===== config.mk =====
export PLATFORM = sky130hd
export DESIGN_NAME = div_scheduler
export DESIGN_NICKNAME = d
export VERILOG_FILES = /design/src/rtl/div_scheduler.sv
export SDC_FILE = /design/constraint.sdc
export NUM_CORES = 1
export LEC_CHECK = 0
export CAP_MARGIN = 20
export CORE_MARGIN = 5
export CORE_UTILIZATION = 44
export CTS_CLUSTER_DIAMETER = 100
export DETAILED_ROUTE_END_ITERATION = 10
export PLACE_DENSITY_LB_ADDON = 0.2
export SLEW_MARGIN = 20
export SYNTH_ARGS = -nofsm -noshare
export SYNTH_HDL_FRONTEND = slang
export SYNTH_SLANG_ARGS = --single-unit
export TNS_END_PERCENT = 10

===== constraint.sdc =====
create_clock -name i_clk -period 5 [get_ports i_clk]
set_input_delay 1 -clock i_clk [delete_from_list [all_inputs] [get_ports i_clk]]
set_output_delay 1 -clock i_clk [all_outputs]
set_load 0.005 [all_outputs]

===== src/rtl/div_scheduler.sv =====
// Round-robin scheduler that shares one iterative restoring divider between NREQ requesters.
// One quotient bit is produced per clock. A zero denominator skips the divide loop and returns a saturated result.
module div_scheduler #(
  parameter  int NREQ  = 4,
  parameter  int NUM_W = 32,
  parameter  int DEN_W = 20,
  localparam int IDX_W = $clog2(NREQ)
) (
  input  logic                    i_clk,
  input  logic                    i_reset,
  input  logic [NREQ-1:0]         i_req,
  input  logic [NREQ*NUM_W-1:0]   i_num_in,
  input  logic [NREQ*DEN_W-1:0]   i_den_in,
  output logic                    o_busy,
  output logic [IDX_W-1:0]        o_grant_idx,
  output logic [NREQ-1:0]         o_done,
  output logic [NUM_W-1:0]        o_quot,
  output logic [DEN_W-1:0]        o_rem,
  output logic                    o_div_zero
);

  localparam int CNT_W = $clog2(NUM_W);

  typedef enum logic [1:0] {S_IDLE, S_CALC, S_DONE} state_t;

  state_t                       r_state, w_state_nxt;
  logic [NREQ-1:0][NUM_W-1:0]   w_num;
  logic [NREQ-1:0][DEN_W-1:0]   w_den;
  logic [IDX_W-1:0]             r_last, r_grant, w_win;
  logic                         w_any;
  int                           w_t;
  logic [NUM_W-1:0]             r_num, w_num_win;
  logic [DEN_W-1:0]             r_den, w_den_win, r_prem, w_rn;
  logic [DEN_W:0]               w_r;
  logic                         w_ge, w_last_step;
  logic [CNT_W-1:0]             r_cnt;
  logic [NREQ-1:0]              r_done;
  logic [NUM_W-1:0]             r_quot;
  logic [DEN_W-1:0]             r_rem;
  logic                         r_dz;

  for (genvar g = 0; g < NREQ; g++) begin : g_lane
    assign w_num[g] = i_num_in[g*NUM_W +: NUM_W];
    assign w_den[g] = i_den_in[g*DEN_W +: DEN_W];
  end

  // First set request after the last winner, wrapping modulo NREQ
  always_comb begin
    w_any = 1'b0;
    w_win = '0;
    w_t   = 0;
    for (int k = 1; k <= NREQ; k++) begin
      w_t = (int'(r_last) + k) % NREQ;
      if (!w_any && i_req[w_t[IDX_W-1:0]]) begin
        w_any = 1'b1;
        w_win = w_t[IDX_W-1:0];
      end
    end
  end

  assign w_num_win = w_num[w_win];
  assign w_den_win = w_den[w_win];

  // Restoring step: the shifted partial remainder needs one extra bit before the compare.
  // After a subtract the result is below r_den, so DEN_W bits always hold it.
  assign w_r         = {r_prem, r_num[NUM_W-1]};
  assign w_ge        = (w_r >= {1'b0, r_den});
  assign w_rn        = w_ge ? (w_r[DEN_W-1:0] - r_den) : w_r[DEN_W-1:0];
  assign w_last_step = (r_cnt == CNT_W'(NUM_W-1));

  always_ff @(posedge i_clk or posedge i_reset) begin
    if (i_reset) r_state <= S_IDLE;
    else         r_state <= w_state_nxt;
  end

  always_comb begin
    w_state_nxt = r_state;
    case (r_state)
      S_IDLE:  if (w_any) w_state_nxt = (w_den_win == '0) ? S_DONE : S_CALC;
      S_CALC:  if (w_last_step) w_state_nxt = S_DONE;
      S_DONE:  w_state_nxt = S_IDLE;
      default: w_state_nxt = S_IDLE;
    endcase
  end

  always_comb begin
    o_busy = (r_state != S_IDLE);
  end

  // r_num is both the numerator shifter and the quotient accumulator
  always_ff @(posedge i_clk or posedge i_reset) begin
    if (i_reset) begin
      r_last  <= IDX_W'(NREQ-1);
      r_grant <= '0;
      r_num   <= '0;
      r_den   <= '0;
      r_prem  <= '0;
      r_cnt   <= '0;
      r_done  <= '0;
      r_quot  <= '0;
      r_rem   <= '0;
      r_dz    <= 1'b0;
    end else begin
      r_done <= '0;
      case (r_state)
        S_IDLE: if (w_any) begin
          r_grant <= w_win;
          r_last  <= w_win;
          r_num   <= w_num_win;
          r_den   <= w_den_win;
          r_prem  <= '0;
          r_cnt   <= '0;
          if (w_den_win == '0) begin
            r_quot        <= '1;
            r_rem         <= w_num_win[DEN_W-1:0];
            r_dz          <= 1'b1;
            r_done[w_win] <= 1'b1;
          end
        end
        S_CALC: begin
          r_num  <= {r_num[NUM_W-2:0], w_ge};
          r_prem <= w_rn;
          r_cnt  <= r_cnt + 1'b1;
          if (w_last_step) begin
            r_quot          <= {r_num[NUM_W-2:0], w_ge};
            r_rem           <= w_rn;
            r_dz            <= 1'b0;
            r_done[r_grant] <= 1'b1;
          end
        end
        default: ;
      endcase
    end
  end

  assign o_grant_idx = r_grant;
  assign o_done      = r_done;
  assign o_quot      = r_quot;
  assign o_rem       = r_rem;
  assign o_div_zero  = r_dz;

endmodule

### Word level (Yosys, flattened, before mapping)

Index checks and enable logic that the tools add are counted.

| storage, ports and cells | value |
|---|---|
| latch bits | 0 |
| word-level logic and storage cells | 98 |
| ROM bits | 0 |
| register bits after elaboration | 140 |
| memory bits (writable) | 0 |
| bits of input ports | 214 |
| memories | 0 |
| output and inout port bits | 60 |

| operators by class | value |
|---|---|
| order comparisons | 9 |
| muxes and demuxes | 51 |
| reduce and logical (&&, ||, !) cells | 16 |
| add/subtract/negate cells | 6 |
| equal/unequal tests | 5 |
| bitwise gates (word level) | 0 |
| shift operators | 0 |
| multiply operators | 0 |
| divide/modulo/power cells | 0 |

Operators with widths:

| kind | count |
|---|---|
| $mux 32 | 5 |
| $pmux 32 s2 | 2 |
| $mux 20 | 6 |
| $pmux 20 s2 | 2 |
| $bmux 32 s2 | 1 |
| $bmux 20 s2 | 1 |
| $ge 21x20->1 | 1 |
| $logic_not 20->1 | 1 |
| $sub 20x20->20 | 1 |
| $lt 2x3->1 const B | 6 |
| $mux 2 | 7 |
| $mux 1 | 13 |
| $mux 4 | 3 |
| $pmux 5 s2 | 1 |
| $bmux 1 s2 | 4 |
| $pmux 4 s2 | 1 |
| $ne 2x2->1 const B | 3 |
| $reduce_and 2->1 | 3 |
| $add 5x1->5 const B | 1 |
| $eq 5x5->1 const B | 1 |
| $logic_and 1x1->1 | 5 |
| $mux 5 | 1 |
| $add 2x1->2 const B | 2 |
| $add 2x2->2 const B | 2 |
| other kinds (9) | 14 |

### Depth between registers and ports, before layout

| depth | value |
|---|---|
| depth after elaboration | 20 |
| mapped depth | 13 |
| depth with buffers taken out | 12 |

### Least setup slack after synthesis

No wires, ideal clock.

| timing | value |
|---|---|
| path kind | input-to-reg |
| start point | in i_req[0] |
| end point | reg r_rem[10], in the netlist o_rem[10] |
| buffers on the path | 4 |
| stages | 12 |
| library setup time | 0.125 ns |
| path slack | 1.191 ns |
| arrival time | 3.683 ns |
| required time | 4.875 ns |
| cells stage by stage | a21o_1 buf_2 a31o_1 buf_6 clkbuf_1 a221oi_1 o22ai_1 or4_4 nor4_4 a21oi_2 buf_6 mux2_4 |

| on the way | value |
|---|---|
| cells in the longest elaborated chain, start to end | 17 |
| elaborated cells on any way between the ends | 33 |
| classes of those cells | eq/ne (2); mux (23); reduce/logical (8) |

RTL lines:

| what | line | text |
|---|---|---|
| start: declaration | 11 | `input logic [NREQ-1:0] i_req,` |
| $bmux 1 s2 | 54 | `if (!w_any && i_req[w_t[IDX_W-1:0]]) begin` |
| $mux 1 (not written as such) | 54 |  |
| $mux 1 | 54 |  |
| $logic_not 1->1 | 54 |  |
| $logic_and 1x1->1 | 54 |  |
| $mux 1 | 54 |  |
| $logic_not 1->1 | 54 |  |
| $logic_and 1x1->1 | 54 |  |
| $mux 1 | 54 |  |
| $logic_not 1->1 | 54 |  |
| $logic_and 1x1->1 | 54 |  |
| $mux 2 | 54 |  |
| $bmux 20 s2 or $bmux 32 s2 (tied branches) | 62, 61 |  |
| $mux 20 (not written as such) or $mux 32 (tied branches) | 62, 61 |  |
| $logic_not 20->1 or $mux 20 (tied branches) | 113 | `if (w_den_win == '0) begin` |
| $ne 2x2->1 (no source line) or $mux 20 (tied branches) | n/a |  |
| $reduce_and 4->1 (no source line) or $pmux 20 s2 (tied branches) | n/a |  |
| end signal: assignment | 115 | `r_rem <= w_num_win[DEN_W-1:0];` |
| end signal: assignment | 126 | `r_rem <= w_rn;` |
| end: declaration | 39 | `logic [DEN_W-1:0] r_rem;` |

Several ways; a longest one is shown, not always the timed one. The select of a mux whose other input is x is not followed.
A chain may end at the register's enable or synchronous reset.

### Worst setup path after layout

| timing | value |
|---|---|
| start point | in i_req[3] |
| end point | reg r_quot[4], in the netlist o_quot[4] |

| on the way | value |
|---|---|
| cells in the longest elaborated chain, start to end | 17 |
| elaborated cells on any way between the ends | 28 |
| classes of those cells | eq/ne (2); mux (18); reduce/logical (8) |

RTL lines:

| what | line | text |
|---|---|---|
| $bmux 1 s2 | 54 |  |
| $mux 1 (not written as such) | 54 |  |
| $mux 1 | 54 |  |
| $logic_not 1->1 | 54 |  |
| $logic_and 1x1->1 | 54 |  |
| $mux 1 | 54 |  |
| $logic_not 1->1 | 54 |  |
| $logic_and 1x1->1 | 54 |  |
| $mux 1 | 54 |  |
| $logic_not 1->1 | 54 |  |
| $logic_and 1x1->1 | 54 |  |
| $mux 2 | 54 |  |
| $bmux 20 s2 | 62 | `assign w_den_win = w_den[w_win];` |
| $mux 20 (not written as such) | 62 |  |
| $logic_not 20->1 | 113 |  |
| $ne 2x2->1 (no source line) | n/a |  |
| $reduce_and 4->1 (no source line) * | n/a |  |
| end signal: assignment | 125 | `r_quot <= {r_num[NUM_W-2:0], w_ge};` |
| end: declaration | 38 | `logic [NUM_W-1:0] r_quot;` |

Mark *: on every way between the ends. The rest lies on a longest branch, timed or not. The select of a mux whose other input is x is not followed.

==> metrics.csv <==
stage,metric,value,unit
finish,final_design_area_no_fill,12700,um2
clocking,numClockSinks,140,
timing,timing.final.crit_period,4.44,ns
drt,drt-initial-drc-count,626,
finish,layout.cells.most_common,sky130_fd_sc_hd__clkdlybuf4s50_1,
synthesis,muxShareOfSynthArea,10.1,%
status,outcome,"complete, no violations",
synthesis,synth_top_family_by_area,compound AO/OA/AOI/OAI gates,
synthesis,synthSimpleGateAreaFrac,17.9,%
timing,fmaxAchievable,225,MHz
clocking,cts_resized,0,
timing,finalCritPeriodShare,88.9,%
die,die_w,154,um
clocking,post_cts_buffers,0,
synthesis,syn-mean-instance-area,8.31,um2
place,gp_congestion,0.896,
die,io_pins,274,
drt,post-route-drc-count,0,
finish,share_of_post_route_cells_with_drive_strength_above_1,6.77,%
synthesis,postSynth.topFlopCell,sky130_fd_sc_hd__dfrtp_1,
place,dpl-instance-area,12100,um2
critical_path,critPathCaptureType,flip-flop,
grt,grt_pass1_wl,46700,um
synthesis,yosysTopAreaCellShare,37.7,%
synthesis,number_of_flip_flops_and_latches_in_the_synthesized_netlist,140,
clocking,cts.reportedPaths.clkPinSlew,0.06,ns
grt,via_count_of_the_first_global_routing_pass,8720,
place,port_buffers,273,
drt,firstDrtPassIters,5,
die,fp.dieH,154,um
die,die_area,23800,um2
timing,timing_max_transition_violations_final,0,
pwr,p_leak,5.84,nW
finish,multiInputGateArea,5030,um2
finish,final.fill_count,1771,
critical_path,startpoint_type,input pin,
synthesis,yosys.area_share.adder,3.22,%
place,dp.final_hpwl,22000,um
drt,routed_wire_length_per_instance,18.2,um
clocking,tritoncts.num_buffers,17,
timing,hold_ws,0.485,ns
synthesis,synth-xor-area-share,1.62,%
grt,antenna_violations_before_repair,0,
worst_hold_path,hp-class,reg2reg,
timing,timing_worst_slew_pin_value,1.08,ns
synthesis,synth.net_count,1340,
grt,overall_routing_resource_usage,24.1,%
clocking,worstSkewPairLatency,0.42,ns
grt,grt_start_max_net_pins,103,
clocking,tritoncts,done,
synthesis,synth_area_leaders,"sky130_fd_sc_hd__dfrtp_1, sky130_fd_sc_hd__nand2_1, sky130_fd_sc_hd__mux2i_1",
finish,layout.cells.most_common_list,"sky130_fd_sc_hd__clkdlybuf4s50_1, sky130_fd_sc_hd__nand2_1, sky130_fd_sc_hd__dfrtp_1",
pwr,power.density,632,nW/um2
clocking,cts_hold_buffers,0,
timing,rsz0062_at_grt,no,
pwr,peakVddDrop,0.402,mV
clocking,cts.root.buffer_cell,sky130_fd_sc_hd__clkbuf_16,
synthesis,async_flop_share,100,%
synthesis,share_of_the_synthesized_area_in_compound_gates_ao_oa_aoi_oai,21.3,%
drt,post_drt_via_cell_ratio,5.57,
finish,antenna_cells,0,
timing,hold_viol,0,
drt,detail_route.wirelength,29400,um
die,initial_core_util,45.0,%
critical_path,cp.arrival,4.72,ns
synthesis,synthesis.area,9170,um2
drt,antenna_violating_nets_post_route,0,
timing,slew-limit-headroom,27.8,%
synthesis,synth-warning-count,0,
die,core_area,20400,um2
drt,route.vias.total,8995,
job,timing.max_cap.violations,0,
synthesis,synth_cell_types,62,
synthesis,synth_enable_flop_cells,0,
synthesis,post_synth_inst_count,1103,
finish,final_layout_net_count,1568,
clocking,number_of_h_tree_levels,4,
timing,finClkSkew,0.0108,ns
timing,setup_tns,0,ns
finish,area_growth_synth_to_finish,38.9,%
synthesis,yosys.area.top_type,sky130_fd_sc_hd__dfrtp_1,
timing,timing.final.setup_violations,0,
critical_path,criticalPathCategory,in2reg,
clocking,cts_buffer_depth,2,
synthesis,synth_sequential_area_ratio,38.2,%
grt,globalRoute.totalOverflow,0,
finish,seq_area,3510,um2
critical_path,timing.critical_path.required,5.28,ns
die,floorplan.rows,52,
critical_path,crit_path_max_fanout,33,
==> metrics by stage <==
step / power [W] / utilization [%] / instances / setup slack, ns
finish: 0.00806 / 62.6 / 1614 / 0.557
detailed placement: 0.00674 / 59.6 / 1582 / 0.224
CTS: 0.00806 / 62.6 / 1614 / 0.661
global placement: 0.00663 / 59.6 / 1582 / 0.322
floorplan: 0.00515 / - / 1103 / 0.250
global route: 0.00873 / 62.6 / 1614 / 0.403
==> logic make-up after synthesis <==
kind of cell | Yosys count
AND/OR/NAND/NOR | 378
AO/OA/AOI/OAI | 283
buffers and inverters | 179
flip-flops | 140
multiplexers | 83
adder cells (fa/ha/maj) | 23
XOR/XNOR | 17
==> worst max-delay path, stage by stage <==
cell and delay (ns):
sky130_fd_sc_hd__clkdlybuf4s50_1 0.55, sky130_fd_sc_hd__nand3b_1 0.14, sky130_fd_sc_hd__a31o_4 0.36, sky130_fd_sc_hd__a2111oi_0 0.84, sky130_fd_sc_hd__o22ai_1 0.15, sky130_fd_sc_hd__or4_4 0.59
sky130_fd_sc_hd__nor4_4 0.34, sky130_fd_sc_hd__a21oi_4 0.23, sky130_fd_sc_hd__buf_4 0.34, sky130_fd_sc_hd__mux2i_1 0.15
==> power by group <==
group          switching [W]  internal (W)
logic                0.00261       0.00211
clock network       0.000503      0.000791
registers           0.000368       0.00168
total                0.00348       0.00458
==> final timing paths <==
kind | slack (ns) | to | start | cells after the start
worst max-delay path | 0.56 | o_quot[4]$_DFFE_PP0P_ | i_req[3] | 10
min in group asynchronous | 1.15 | r_prem[9]$_DFFE_PP0P_ | i_reset | 2
worst min register to register | 0.48 | r_den[4]$_DFFE_PP0P_ | r_den[4]$_DFFE_PP0P_ | 2
worst min-delay path | 0.48 | r_den[4]$_DFFE_PP0P_ | r_den[4]$_DFFE_PP0P_ | 2
max in group asynchronous | 2.97 | r_num[15]$_DFFE_PP0P_ | i_reset | 3
worst max register to register | 0.92 | o_quot[4]$_DFFE_PP0P_ | r_last[1]$_DFFE_PP1P_ | 10
==> sequential cells by signal (all words and copies together), names as in the netlist <==
signal       flops
r_den           20
o_rem           20
o_quot          32
r_cnt            5
r_prem          20
r_last           2
o_div_zero       1
o_grant_idx      2
r_num           32
r_state          2
o_done           4
==> routing by layer <==
metal / global-route usage, % / part of all wire [%] / up-vias
met4: 7.70 / 2.6 / 0
li1: - / - / 4370
met1: 32.7 / 43 / 4217
met3: 5.73 / 8.0 / 52
met5: 0 / 0 / -
met2: 38.1 / 46 / 356
==> cells in the mapped netlist (2+ instances only) <==
cell type,number
sky130_fd_sc_hd__nand3_1,15
sky130_fd_sc_hd__nand2_1,240
sky130_fd_sc_hd__a32o_1,2
sky130_fd_sc_hd__and3_1,36
sky130_fd_sc_hd__a21o_1,12
sky130_fd_sc_hd__buf_1,8
sky130_fd_sc_hd__nor4_1,3
sky130_fd_sc_hd__nand2b_1,4
sky130_fd_sc_hd__o21a_1,3
sky130_fd_sc_hd__nand3b_1,2
sky130_fd_sc_hd__clkbuf_1,69
sky130_fd_sc_hd__xor2_1,6
sky130_fd_sc_hd__o31a_1,2
sky130_fd_sc_hd__mux2_2,5
sky130_fd_sc_hd__a31oi_1,45
sky130_fd_sc_hd__a311oi_1,44
sky130_fd_sc_hd__buf_6,3
sky130_fd_sc_hd__ha_1,22
sky130_fd_sc_hd__xnor2_1,11
sky130_fd_sc_hd__o21ai_0,54
sky130_fd_sc_hd__dfstp_2,2
sky130_fd_sc_hd__a211oi_1,6
sky130_fd_sc_hd__o211ai_1,2
sky130_fd_sc_hd__o31ai_1,16
sky130_fd_sc_hd__or3_1,4
sky130_fd_sc_hd__o22ai_1,11
sky130_fd_sc_hd__mux2_4,17
sky130_fd_sc_hd__a2111oi_0,16
sky130_fd_sc_hd__and2_1,4
sky130_fd_sc_hd__dfrtp_1,138
sky130_fd_sc_hd__or4_1,2
sky130_fd_sc_hd__nor2b_1,2
sky130_fd_sc_hd__a221oi_1,20
sky130_fd_sc_hd__a21oi_1,35
sky130_fd_sc_hd__mux2i_1,61
sky130_fd_sc_hd__buf_2,6
sky130_fd_sc_hd__nor3_1,6
sky130_fd_sc_hd__inv_1,93
sky130_fd_sc_hd__nor2_1,53
==> cell type report <==
class	count	share of cell area [%]
inverter	93	2.78
multi-input combinational	784	39.5
clock inverter	12	1.28
tap	270	2.65
timing repair buffer	295	22.8
sequential	140	27.5
clock buffer	20	3.43
No activity file was read; power rests on OpenSTA's default activity.
==> variant 1 (same settings) <==
The parameter `NREQ` goes from 4 to 8.
--- a/src/rtl/div_scheduler.sv
+++ b/src/rtl/div_scheduler.sv
@@ -3,3 +3,3 @@
 module div_scheduler #(
-  parameter  int NREQ  = 4,
+  parameter  int NREQ  = 8,
   parameter  int NUM_W = 32,
Ports: changed (5 resized); port bits go from 274 to 491. No check against the original RTL was run, so the function may have changed too.
==> variant 1 against the original RTL <==
Final area up 55%; sequential cell count rose by 6; via count rose by 77%; maximum frequency shrank 10%; die area is 31% higher; sequential share of layout area fell by 9.0 points; synthesized cell count rose by 44%; global-route usage grew 19 points; synthesized area grew 33%; setup slack worse by 520 ps; cell count grew 59%; wire length up 140%; critical endpoint is now o_done[6]; largest cell class unchanged.
Power is left out: the tool's default activity adds up to more than one toggle a clock period on the data nets, which glitch-free logic cannot reach.
==> variant 1: results <==
metrics = {
    "detailed_routing": {
        "first_pass_iters": 8,
        "vias": 15900,
        "drt_iter0_drc": 2228,
        "wl_per_cell_microns": 27.3,
    },
    "timing": {
        "worstMarginPinSlew_ps": 1050,
        "fin_skew_ps": 17.0,
    },
    "outcome": {
        "status": "finished, final reports clean",
    },
    "critical_path": {
        "critPathLaunch": "i_req[0]",
        "reg2reg_from": "r_last[0]",
        "critPathSlowestCell": "or4b_4",
        "crit_fanout": 15,
        "cp_slowest_stage_delay_ps": 600,
    },
    "global_route": {
        "grt_usage": 0.432,
        "grt_pass1_vias": 15500,
        "grt_pass1_wl_microns": 100000,
        "grtUsageMet1": 0.512,
        "grt_max_degree": 108,
        "met3_usage": 0.155,
        "antenna_found_initial": 34,
        "grt_use_met2": 0.697,
    },
    "placement": {
        "place_area_sq_um": 18600,
        "place_hpwl_microns": 56300,
        "place_inst": 2509,
        "port_buffers": 490,
        "gp_congestion": 1.03,
    },
    "cts": {
        "postCtsSetupBuffers": 8,
        "post_cts_resize_count": 24,
        "clockBufferDepth": 2,
    },
    "synthesis": {
        "synth.net_count": 2036,
        "synthTopCellsByCount": "nand2_1 (396), dfrtp_1 (143), o21ai_0 (134)",
        "seq_area_frac_synth": 0.299,
        "netlist-cell-type-count": 84,
        "synth_area_leaders": "dfrtp_1 (29%), nand2_1 (12%), mux2i_1 (5.8%), o21ai_0 (5.5%), nand3_1 (4.4%)",
        "synth_cells": 1585,
    },
    "hold_path": {
        "hold_start": "r_den[8]",
        "hold_path_class": "register to register",
    },
    "layout": {
        "fin_cells": 2571,
    },
}
-- variant 1: changes by cell type in the layout (fill, tap and decap cells not counted), moves of 47 or more --
cell / before / now
o21ai_0: 54 / 133
inv_1: 92 / 45
nand3_1: 15 / 108
buf_4: 21 / 173
nand2_1: 240 / 396
clkdlybuf4s50_1: 273 / 482
-- variant 1: layout make-up --
class	instances	area, sq um
flip-flops and latches	146	3660
fillers	2181	7940
clock inverters	15	209
clock buffers	17	425
inverters	48	185
diodes	17	42.5
well taps	378	473
multi-input cells	1268	8120
repair buffers	682	6580
-- variant 1: path summary, 6_finish.rpt --
check | slack (ps) | depth (start not counted) | to
setup / recovery | 40 | 17 | o_done[6]
hold / removal | 480 | 2 | r_den[8]
setup reg to reg | 50 | 18 | o_done[6]
hold reg to reg | 480 | 2 | r_den[8]
max in group asynchronous | 2910 | 3 | o_quot[27]
min in group asynchronous | 1130 | 2 | o_done[1]
-- variant 1: per-stage QoR --
stage	hold slack, ps	setup WS, ps
after floorplan	450	79.4
after global placement	468	-576
after detailed placement	471	-620
after CTS	487	-2.83
after global routing	519	-3.66
final	484	36.9
-- variant 1: layer usage --
layer  vias to the layer above  part of all wire
met5                         -            0.0024
met4                        30             0.063
met3                       332              0.13
met2                      1168              0.45
met1                      7424              0.35
li1                       6969                 -
-- variant 1: logic make-up after synthesis --
logic type | synth area share
buffers and inverters | 0.0591
xor gates and xnor gates | 0.0122
DFF | 0.299
adders and majority gates | 0.0262
and+or+nand+nor | 0.245
AOI/OAI and AO/OA | 0.254
muxes | 0.104
-- variant 1: worst min-delay path, stage by stage (launching register included) --
cell     delay (ps)
dfrtp_1         350
nand2_1          40
o21ai_0          60
==> variant 2 (config.mk and constraints unchanged) <==
Made on the original files. Re-encode `state_t` (3 states) as one-hot, 3 bits wide.
--- a/src/rtl/div_scheduler.sv
+++ b/src/rtl/div_scheduler.sv
@@ -23,3 +23,3 @@
 
-  typedef enum logic [1:0] {S_IDLE, S_CALC, S_DONE} state_t;
+  typedef enum logic [2:0] {S_IDLE = 3'b001, S_CALC = 3'b010, S_DONE = 3'b100} state_t;
 
Function: no difference found for any inputs over 4 cycles, from zero or initial values and one cycle with i_reset high; so few cycles prove little.
==> variant 2 against the original RTL <==
Sequential cell count rose by 1; total power fell by 13%; wire length rose by 6.1%; highest routed layer unchanged; setup slack improved by 120 ps; final area rose by 1.4%; largest cell class unchanged; synthesized area rose by 1.8%; die area rose by 1.7%; utilization fell by 0.89 points; global-route usage rose by 0.78 points.
==> variant 2: results <==
metrics = {
    "critical_path": {
        "crit_fanout": 35,
        "rrSetupSlack_ps": 900,
        "crit_arrival_ps": 4630,
        "timing.rr.end": "o_rem[12]",
        "cp-endpoint": "o_rem[7]",
        "cp_slowest_stage_delay_ps": 630,
    },
    "pwr": {
        "ir_drop_mv": 0.421,
        "p_leak_nw": 5.74,
    },
    "timing": {
        "fin_hold_ws_ps": 480,
        "fin_skew_ps": 9.93,
        "slew_headroom": 0.343,
    },
    "synthesis": {
        "synth_area_leaders": "dfrtp_1 (37%), nand2_1 (6.5%), mux2i_1 (4.2%), a211oi_1 (3.7%), a311oi_1 (3.2%)",
        "synthXorXnorAreaFrac": 0.0150,
        "synthTopCellsByCount": "nand2_1 (162), dfrtp_1 (138), inv_1 (70)",
        "synth-adder-area-share": 0.0316,
        "synth_compound_area_frac": 0.276,
        "synth.net_count": 1318,
        "netlist-cell-type-count": 72,
        "seq_area_frac_synth": 0.378,
        "synth_cells": 1081,
        "muxShareOfSynthArea": 0.0587,
    },
    "placement": {
        "place_inst": 1564,
        "place_hpwl_microns": 23000,
        "gp_congestion": 0.916,
    },
    "layout": {
        "drive_gt1_frac": 0.0643,
    },
    "detailed_routing": {
        "wl_met1_microns": 12700,
        "drt_iter0_drc": 830,
        "vias": 9472,
        "wl_per_cell_microns": 19.6,
        "first_pass_iters": 6,
        "met2_length_microns": 15600,
        "dr_wl_met3_microns": 2230,
    },
    "cts": {
        "cts_buffers": 17,
        "cts.sink_count": 141,
        "post_cts_resize_count": 0,
    },
    "outcome": {
        "status": "finished, final reports clean",
    },
    "global_route": {
        "grt_pass1_vias": 9242,
        "grt_max_degree": 119,
        "grt_pass1_wl_microns": 48700,
        "grt_usage": 0.249,
    },
    "hold_path": {
        "hold_start": "r_den[14]",
    },
}
variant 2: worst min-delay path by stage:
stage	to	depth (start not counted)
after floorplan	r_den[10]	2
after global placement	o_div_zero	2
after detailed placement	r_den[14]	2
after CTS	r_den[14]	2
after global routing	o_rem[12]	1
final	r_den[14]	2
variant 2: cell families (layout without fill, tap and decap cells):
| family | after synthesis | in the layout |
|---|---|---|
| adders and majority gates | 23 | 23 |
| AOI/OAI and AO/OA | 348 | 348 |
| buffers and inverters | 162 | 402 |
| xor gates and xnor gates | 16 | 16 |
| muxes | 53 | 53 |
| and+or+nand+nor | 338 | 338 |
| DFF | 141 | 141 |
variant 2: final cells by class:
cell class,instances,area [sq um]
tap,275,344
inverter,72,283
sequential,141,3530
fill,1859,8030
multi-input combinational,778,5190
clock buffer,18,439
timing repair buffer,298,2930
clock inverter,14,206
variant 2: through the flow:
step	cell area [sq um]	power (W)	util	worst slack [ps]
3_5_place_dp	12300	0.00557	0.585	30.1
5_1_grt	12900	0.00749	0.617	367
6_report	12900	0.00700	0.617	681
4_1_cts	12900	0.00697	0.616	457
2_1_floorplan	9340	0.00440	-	224
3_3_place_gp	12200	0.00548	0.585	192
variant 2: where the power goes:
group	switching [W]	internal [W]
registers	0.000271	0.00147
logic	0.00241	0.00146
clock network	0.000524	0.000859
total	0.00320	0.00380
variant 2: metal layers:
layer / up-vias / global-route usage
met1: 4530 / 0.324
li1: 4493 / -
met5: - / 0
met2: 394 / 0.428
met4: 0 / 0.0688
met3: 55 / 0.0427
variant 2: worst min-delay path: cells and delay by family, from the launching register on:
family	cells	cell delay, ps
AND/OR/NAND/NOR	1	50
flip-flops	1	350
AO/OA/AOI/OAI	1	50
